$ cat config.mk
export PLATFORM = sky130hd
export DESIGN_NAME = windup_clock_mc
export DESIGN_NICKNAME = d
export VERILOG_FILES = /design/src/rtl/windup_clock_mc_pkg.sv /design/src/rtl/clock_gate_latch.sv /design/src/rtl/windup_channel.sv /design/src/rtl/windup_clock_mc.sv
export SDC_FILE = /design/constraint.sdc
export NUM_CORES = 1
export LEC_CHECK = 0
export ABC_AREA = 1
export CAP_MARGIN = 10
export CORE_MARGIN = 3
export CORE_UTILIZATION = 49
export CTS_BUF_LIST = sky130_fd_sc_hd__clkbuf_8
export DETAILED_ROUTE_END_ITERATION = 6
export GPL_ROUTABILITY_DRIVEN = 0
export PLACE_DENSITY = 0.79
export SYNTH_ARGS = -nofsm -noshare
export SYNTH_HDL_FRONTEND = slang
export SYNTH_SLANG_ARGS = --single-unit
$ cat constraint.sdc
create_clock -name clk_in -period 1.7 [get_ports clk_in]
set_clock_uncertainty 0.05 [all_clocks]
set_input_delay 0.34 -clock clk_in [delete_from_list [all_inputs] [get_ports clk_in]]
set_output_delay 0.34 -clock clk_in [all_outputs]
set_load 0.05 [all_outputs]
$ cat src/rtl/windup_clock_mc_pkg.sv
`default_nettype none
// ============================================================================
//  Module      : windup_clock_mc_pkg
//  Description : Shared constants and helpers for the multi-channel wind-up
//                clock generator (default sizes, mode encodings, lane slicing).
//  Revision    : 1.0 - initial release
// ============================================================================
package windup_clock_mc_pkg;

    // Default sizing for the top level
    localparam int DEF_CH  = 4;
    localparam int DEF_BIT = 16;

    // Mode encodings, sampled together with the load strobe
    localparam logic MODE_ONESHOT = 1'b0;
    localparam logic MODE_AUTO    = 1'b1;

    // Flat buses carry channel c in bits [lane_lsb(c, w) +: w]
    function automatic int lane_lsb(input int c, input int w);
        return c * w;
    endfunction

endpackage : windup_clock_mc_pkg
`default_nettype wire

$ cat src/rtl/clock_gate_latch.sv
`default_nettype none
// ============================================================================
//  Module      : clock_gate_latch
//  Description : Latch-plus-AND clock gate. The enable is captured while the
//                clock is low so the gated high phase is never truncated.
//                Isolated so it can be replaced by a library ICG cell.
//  Revision    : 1.0 - initial release
// ============================================================================
module clock_gate_latch (
    input  logic clk_in,
    input  logic rst_n,
    input  logic en,
    output logic clk_out
);

    logic r_en_lat;

    // Transparent-low enable latch; reset clears it so the output drops at once
    always_latch begin
        if (!rst_n) begin
            r_en_lat <= 1'b0;
        end else if (!clk_in) begin
            r_en_lat <= en;
        end
    end

    assign clk_out = clk_in & r_en_lat;

endmodule : clock_gate_latch
`default_nettype wire

$ cat src/rtl/windup_channel.sv
`default_nettype none
// ============================================================================
//  Module      : windup_channel
//  Description : One wind-up counter lane: count, reload value, auto-reload
//                flag and registered done pulse, with stop > load > countdown
//                priority.
//  Revision    : 1.0 - initial release
// ============================================================================
module windup_channel
    import windup_clock_mc_pkg::*;
#(
    parameter int BIT = DEF_BIT
) (
    input  logic           clk_in,
    input  logic           rst_n,
    input  logic           wr_en,
    input  logic [BIT-1:0] wind,
    input  logic           mode,
    input  logic           hold,
    input  logic           stop,
    output logic           en_out,
    output logic           done,
    output logic           busy,
    output logic [BIT-1:0] count_out
);

    localparam logic [BIT-1:0] C_ZERO = '0;
    localparam logic [BIT-1:0] C_ONE  = BIT'(1);

    logic [BIT-1:0] r_count;
    logic [BIT-1:0] r_reload;
    logic           r_auto;
    logic           r_done;
    logic           w_busy;
    logic           w_en;

    // Enable is suppressed in any cycle where a load or abort takes precedence
    assign w_busy = (r_count != C_ZERO);
    assign w_en   = w_busy & ~hold & ~wr_en & ~stop;

    // Counter, reload register, mode flag and done pulse
    always_ff @(posedge clk_in or negedge rst_n) begin
        if (!rst_n) begin
            r_count  <= C_ZERO;
            r_reload <= C_ZERO;
            r_auto   <= MODE_ONESHOT;
            r_done   <= 1'b0;
        end else if (stop) begin
            r_count  <= C_ZERO;
            r_reload <= C_ZERO;
            r_auto   <= MODE_ONESHOT;
            r_done   <= 1'b0;
        end else if (wr_en) begin
            r_count  <= wind;
            r_reload <= wind;
            r_auto   <= mode;
            r_done   <= 1'b0;
        end else if (w_en) begin
            if (r_count == C_ONE) begin
                // Reload is non-zero whenever a period is running in auto mode
                r_count <= (r_auto == MODE_AUTO) ? r_reload : C_ZERO;
                r_done  <= 1'b1;
            end else begin
                r_count <= r_count - C_ONE;
                r_done  <= 1'b0;
            end
        end else begin
            r_done <= 1'b0;
        end
    end

    assign en_out    = w_en;
    assign done      = r_done;
    assign busy      = w_busy;
    assign count_out = r_count;

endmodule : windup_channel
`default_nettype wire

$ cat src/rtl/windup_clock_mc.sv
`default_nettype none
// ============================================================================
//  Module      : windup_clock_mc
//  Description : Multi-channel wind-up clock generator. Each channel runs for
//                a loaded number of enabled cycles (one-shot or periodic) and
//                provides an enable, a glitch-free gated clock and done pulse.
//  Revision    : 1.0 - initial release
// ============================================================================
module windup_clock_mc
    import windup_clock_mc_pkg::*;
#(
    parameter int CH  = DEF_CH,
    parameter int BIT = DEF_BIT
) (
    input  logic              clk_in,
    input  logic              rst_n,
    input  logic [CH-1:0]     wr_en,
    input  logic [CH*BIT-1:0] wind,
    input  logic [CH-1:0]     mode,
    input  logic [CH-1:0]     hold,
    input  logic [CH-1:0]     stop,
    output logic [CH-1:0]     en_out,
    output logic [CH-1:0]     clk_out,
    output logic [CH-1:0]     done,
    output logic [CH-1:0]     busy,
    output logic [CH*BIT-1:0] count_out
);

    // One counter lane plus one clock gate per channel
    for (genvar c = 0; c < CH; c++) begin : g_ch
        localparam int LSB = lane_lsb(c, BIT);

        windup_channel #(
            .BIT (BIT)
        ) u_channel (
            .clk_in    (clk_in),
            .rst_n     (rst_n),
            .wr_en     (wr_en[c]),
            .wind      (wind[LSB +: BIT]),
            .mode      (mode[c]),
            .hold      (hold[c]),
            .stop      (stop[c]),
            .en_out    (en_out[c]),
            .done      (done[c]),
            .busy      (busy[c]),
            .count_out (count_out[LSB +: BIT])
        );

        clock_gate_latch u_gate (
            .clk_in  (clk_in),
            .rst_n   (rst_n),
            .en      (en_out[c]),
            .clk_out (clk_out[c])
        );
    end

endmodule : windup_clock_mc
`default_nettype wire

==> results of run 1 <==
-- synthesized netlist by cell type, types with 8 or more instances --
cell / count / area [sq um]
nand2_1: 421 / 1580
nor2_1: 259 / 972
dfrtp_1: 136 / 3400
o21ai_0: 117 / 586
inv_1: 108 / 405
nand3_1: 84 / 420
a21oi_1: 33 / 165
buf_4: 22 / 165
clkbuf_1: 19 / 71.3
nor2_2: 12 / 75.1
o21ai_1: 12 / 60.1
buf_2: 11 / 55.1
xor2_1: 11 / 96.3
xnor2_1: 10 / 87.6
ha_1: 8 / 100
-- cell type report --
cell class	instances	area (sq um)
fillers	741	2130
clock buffers	39	538
flip-flops and latches	140	3540
clock inverters	19	249
well taps	220	275
repair buffers	402	4660
multi-input cells	995	5100
inverters	108	425
repair inverters	2	15.0
-- sequential cells by signal (all words and copies together) (netlist names) --
register,cells
g_ch.u_channel.count_out,64
g_ch.u_channel.r_auto,4
g_ch.u_gate.r_en_lat,4
g_ch.u_channel.r_reload,64
g_ch.u_channel.done,4
-- critical path: stages (launching register included) --
cell     delay [ps]
dlxtp_1           0
dlxtp_1         240
nand2_2          80
inv_2            50
buf_8           140
-- power groups by stage --
| stage | sequential [mW] | clock, mW | combinational, mW |
|---|---|---|---|
| 2_1_floorplan | 4.44 | 0.0607 | 1.52 |
| 3_3_place_gp | 3.80 | 0.0570 | 3.97 |
| 3_5_place_dp | 3.81 | 0.0570 | 4.05 |
| 4_1_cts | 3.79 | 4.41 | 4.51 |
| 5_1_grt | 3.87 | 4.67 | 5.49 |
| 6_report | 3.85 | 4.49 | 5.25 |
-- worst paths after layout --
check / from / end / slack (ps) / depth (start not counted)
max in group asynchronous: rst_n / g_ch[3].u_channel.count_out[11] / 510 / 3
max in group gated: rst_n / clock gate / 210 / 3
worst min register to register: g_ch[1].u_channel.r_reload[8] / g_ch[1].u_channel.r_reload[8] / 460 / 2
min in group gated: rst_n / clock gate / 280 / 3
worst min-delay path: rst_n / g_ch[2].u_gate.r_en_lat / 210 / 3
worst max register to register: g_ch[2].u_channel.count_out[13] / g_ch[2].u_channel.count_out[15] / -570 / 14
worst max-delay path: g_ch[0].u_gate.r_en_lat / clk_out[0] / -1050 / 4
min in group asynchronous: rst_n / g_ch[2].u_channel.r_reload[9] / 400 / 3
-- per-stage QoR --
step                worst slack, ps  instances  cell area, sq um
finish                        -1050       1925             14800
global route                  -1110       1925             14800
CTS                           -1010       1893             14100
detailed placement            -1330       1790             12300
global placement              -1330       1790             12300
floorplan                      -441       1311              8900
-- metal layers --
metal  GRT usage  part of all wire  routed length [um]
met5           0                 0                   0
met4       0.216             0.086                3510
met3      0.0852              0.12                4790
met2       0.576              0.46               18800
met1       0.403              0.33               13400
-- cell families (layout without fill, tap and decap cells) --
group,count (synthesis),in the layout,synth area share
flip-flops,136,136,0.393
AND/OR/NAND/NOR,799,799,0.371
latches,4,4,0.00694
AO/OA/AOI/OAI,167,167,0.101
adder cells (fa/ha/maj),8,8,0.0116
XOR/XNOR,21,21,0.0213
buffers and inverters,176,570,0.0940
-- timing repair --
action,CTS,global route
gates cloned,7,4
buffers inserted,48,59
hold endpoints to repair,137,0
hold buffers,1,0
pin swaps,32,46
gates resized for setup,191,166
setup endpoints to repair,78,138
==> flow_metrics.py, run 1 <==
metrics = {
    "yosys": {
        "synth_cells": 1311,
        "syn-num-nets": 1401,
        "ys_ff_latch": 140,
        "yosys_warnings": 0,
        "yosys_most_used_dff": "dfrtp_1",
        "postSynth.asyncResetShare": 0.971,
        "synth_edf_count": 0,
        "syn-cell-area_sq_um": 8650,
        "ys_types": 31,
        "avgSynthCellArea_sq_um": 6.60,
    },
    "floorplan": {
        "coreArea_sq_um": 16900,
        "dieArea_sq_um": 19300,
        "die_w_um": 139,
        "initial_core_util": 0.511,
        "row_count": 47,
        "io-pin-count": 162,
        "die_h_um": 139,
    },
    "drt": {
        "final_antenna_net_count": 0,
        "vias": 11800,
        "drt-vias-per-instance": 6.13,
        "drc": 2,
        "drt_wl_total_mm": 40.5,
        "wire_per_inst_um": 21.1,
        "drt_iter0_markers": 2123,
        "dr.pass1.iters": 7,
    },
    "hold_path": {
        "hp-class": "in2latch",
    },
    "cts": {
        "clk-insertion-delay-late_ps": 590,
        "clk_pin_slew_ps": 40,
        "tritoncts": "built",
    },
    "power_and_ir_drop": {
        "seqPwrFrac": 0.283,
        "power.total_mw": 13.6,
        "clockPowerShare": 0.330,
        "switchingPower_mw": 5.02,
        "cellLeakagePower_nw": 7.18,
        "combPwrFrac": 0.386,
        "sw_frac_of_total": 0.369,
        "p_int_mw": 8.58,
        "powerDensity_nw_per_um2": 918,
        "peakVddDrop_mv": 0.822,
    },
    "sta": {
        "slew_violations": 0,
        "timing.hold.ws_ps": 213,
        "setup_viol": 110,
        "fin_ws_ps": -1050,
        "relSlewSlack": 0.460,
        "fin_setup_tns_ps": -29190,
        "finalHoldViolations": 0,
        "rsz0062_at_grt": "yes",
        "worst_pin_slew_ps": 810,
    },
    "setup_path": {
        "worstPathRequired_ps": 1310,
        "end_kind": "primary output",
        "path_max_fanout": 1,
        "arrival_ps": 2360,
        "crit_type": "latch2out",
        "worstSetupStartpointType": "latch",
    },
    "grt": {
        "grt_pass1_wl_mm": 54.1,
        "grtUsageTotal": 0.347,
        "grt_max_degree": 138,
        "grt_pass1_vias": 11100,
        "gr-total-overflow": 0,
        "antenna_found_initial": 0,
    },
    "finish": {
        "nets": 1781,
        "final_cell_mix": "nand2_1, nor2_1, buf_4, o21ai_0, buf_6",
        "antenna_cells": 0,
        "layout_commonest_cell": "nand2_1",
        "fin_util": 0.874,
        "area_delta_synth_final_pct": 71.1,
        "drive_above_1_share": 0.360,
    },
    "run": {
        "drv_cap": 0,
    },
    "status": {
        "violations": "design-rule violations, negative setup slack",
        "run_status": "complete, but fails checks",
    },
    "placement": {
        "dp_hpwl_mm": 19.0,
        "io_buffers": 161,
    },
}
Power figures use the tool's default switching activity.
==> run 2, diff against run 1 <==
- CTS_CLUSTER_SIZE: default -> 24
==> results of run 2 <==
The final DEF is identical to that of run 1; final timing and power are the same.
==> run 3, diff against run 2 <==
- RECOVER_POWER: default -> 100
- SLEW_MARGIN: default -> 15
==> flow_metrics.py, run 3 (synthesis gave the netlist of run 1 again) <==
metrics = {
    "sta": {
        "worst_pin_slew_ps": 1230,
        "rsz0062_at_grt": "yes",
        "setup_viol": 114,
        "finalHoldViolations": 0,
        "slew_violations": 0,
        "relSlewSlack": 0.180,
        "fin_ws_ps": -1060,
        "timing.hold.ws_ps": 195,
    },
    "setup_path": {
        "crit_type": "latch2out",
        "arrival_ps": 2370,
        "worstPathRequired_ps": 1310,
        "worstPathCellList": "dlxtp_1 > nand2_2 > inv_2 > buf_8",
        "critPathSlowestCell": "dlxtp_1",
        "path_max_fanout": 1,
        "reg2reg_slack_ps": -560,
        "worstSetupStartpointType": "latch",
        "reg2reg_depth": 14,
        "end_kind": "primary output",
        "r2r_start": "g_ch[2].u_channel.count_out[13]",
        "regToRegEndpoint": "g_ch[2].u_channel.count_out[8]",
        "max_stage_delay_ps": 350,
    },
    "finish": {
        "nets": 1781,
        "drive_above_1_share": 0.357,
        "fin_util": 0.872,
        "fin_area_sq_um": 14800,
        "final_cell_mix": "nand2_1, nor2_1, buf_4, o21ai_0, buf_6",
        "antenna_cells": 0,
        "area_delta_synth_final_pct": 70.7,
        "layout_commonest_cell": "nand2_1",
    },
    "placement": {
        "io_buffers": 161,
        "place_ws_ps": -1330,
        "postPlaceCellArea_sq_um": 12300,
        "dp_hpwl_mm": 19.0,
    },
    "floorplan": {
        "die_w_um": 139,
        "io-pin-count": 162,
        "coreArea_sq_um": 16900,
        "dieArea_sq_um": 19300,
        "row_count": 47,
        "initial_core_util": 0.511,
        "die_h_um": 139,
    },
    "hold_path": {
        "min_delay_path_depth": 3,
        "whs_endpoint": "g_ch[2].u_gate.r_en_lat",
        "hp-class": "in2latch",
        "holdCritStartpoint": "rst_n",
    },
    "grt": {
        "gr-total-overflow": 0,
        "grt_max_degree": 138,
        "grt_pass1_wl_mm": 54.1,
        "antenna_found_initial": 0,
        "grtUsageTotal": 0.347,
        "grt_pass1_vias": 11100,
    },
    "status": {
        "run_status": "complete, but fails checks",
        "violations": "design-rule violations, negative setup slack",
    },
    "power_and_ir_drop": {
        "cellLeakagePower_nw": 7.16,
        "powerDensity_nw_per_um2": 920,
        "peakVddDrop_mv": 0.824,
    },
    "drt": {
        "drt_iter0_markers": 2147,
        "drt_wl_total_mm": 40.6,
        "wire_per_inst_um": 21.1,
        "dr.pass1.iters": 7,
        "drt-vias-per-instance": 6.07,
        "drc": 20,
        "final_antenna_net_count": 0,
        "vias": 11700,
    },
    "cts": {
        "tritoncts": "built",
        "clk-insertion-delay-late_ps": 590,
        "clk_pin_slew_ps": 40,
    },
    "run": {
        "drv_cap": 0,
    },
}
-- run 3: cell types whose count changed in the layout (fill, tap and decap cells not counted) --
cell and change:
buf_4 -4, clkbuf_1 +4, clkdlybuf4s50_1 -4, dlygate4sd3_1 +4, buf_12 -2, clkbuf_2 +1
clkbuf_8 +1
-- run 3: layout make-up --
| cell class | count | area [sq um] |
|---|---|---|
| clock buffer | 39 | 538 |
| clock inverter | 19 | 249 |
| fill | 752 | 2170 |
| inverter | 108 | 425 |
| multi-input combinational | 995 | 5100 |
| sequential | 140 | 3540 |
| tap | 220 | 275 |
| timing repair buffer | 402 | 4620 |
| timing repair inverter | 2 | 15.0 |
-- run 3: worst max path at each step --
| stage | startpoint | end | slack [ps] | cells past startpoint |
|---|---|---|---|---|
| 4_1_cts | g_ch[3].u_gate.r_en_lat | clk_out[3] | -1010 | 4 |
| 3_3_place_gp | g_ch[0].u_gate.r_en_lat | clk_out[0] | -1330 | 3 |
| 3_5_place_dp | g_ch[0].u_gate.r_en_lat | clk_out[0] | -1330 | 3 |
| 5_1_grt | g_ch[0].u_gate.r_en_lat | clk_out[0] | -1110 | 4 |
| 6_report | g_ch[0].u_gate.r_en_lat | clk_out[0] | -1060 | 4 |
| 2_1_floorplan | g_ch[3].u_gate.r_en_lat | clk_out[3] | -440 | 3 |
-- run 3: worst max-delay path: cells and delay by family, from the launching register on --
kind	cells	cell delay, ps
buf+inv	2	200
latches	2	350
simple gates	1	70
-- run 3: power by group --
| group | leakage [nW] | total, mW | internal [mW] | switching, mW |
|---|---|---|---|---|
| Combinational | 5.01 | 5.24 | 2.27 | 2.97 |
| Clock | 0.435 | 4.50 | 2.73 | 1.77 |
| Sequential | 1.71 | 3.85 | 3.56 | 0.289 |
| Total | 7.16 | 13.6 | 8.56 | 5.03 |
-- run 3: layer usage --
layer	global-route usage	wire length (um)
met3	0.0852	4860
met2	0.576	19100
met5	0	0
met4	0.216	3370
met1	0.403	13200
-- run 3: repair_timing --
item | in CTS | in global routing
hold endpoints to repair | 137 | 0
setup buffers | 48 | 59
endpoints found under the setup margin | 78 | 138
hold buffers | 1 | 0
pin swaps | 32 | 46
gates cloned | 7 | 4
resized for setup | 191 | 166
-- run 3: stage by stage --
stage / power (mW) / cells / TNS (ps)
2_1_floorplan: 6.02 / 1311 / -2060
3_3_place_gp: 7.83 / 1790 / -9300
3_5_place_dp: 7.92 / 1790 / -11870
4_1_cts: 12.7 / 1893 / -16940
5_1_grt: 14.0 / 1925 / -35200
6_report: 13.6 / 1925 / -29200
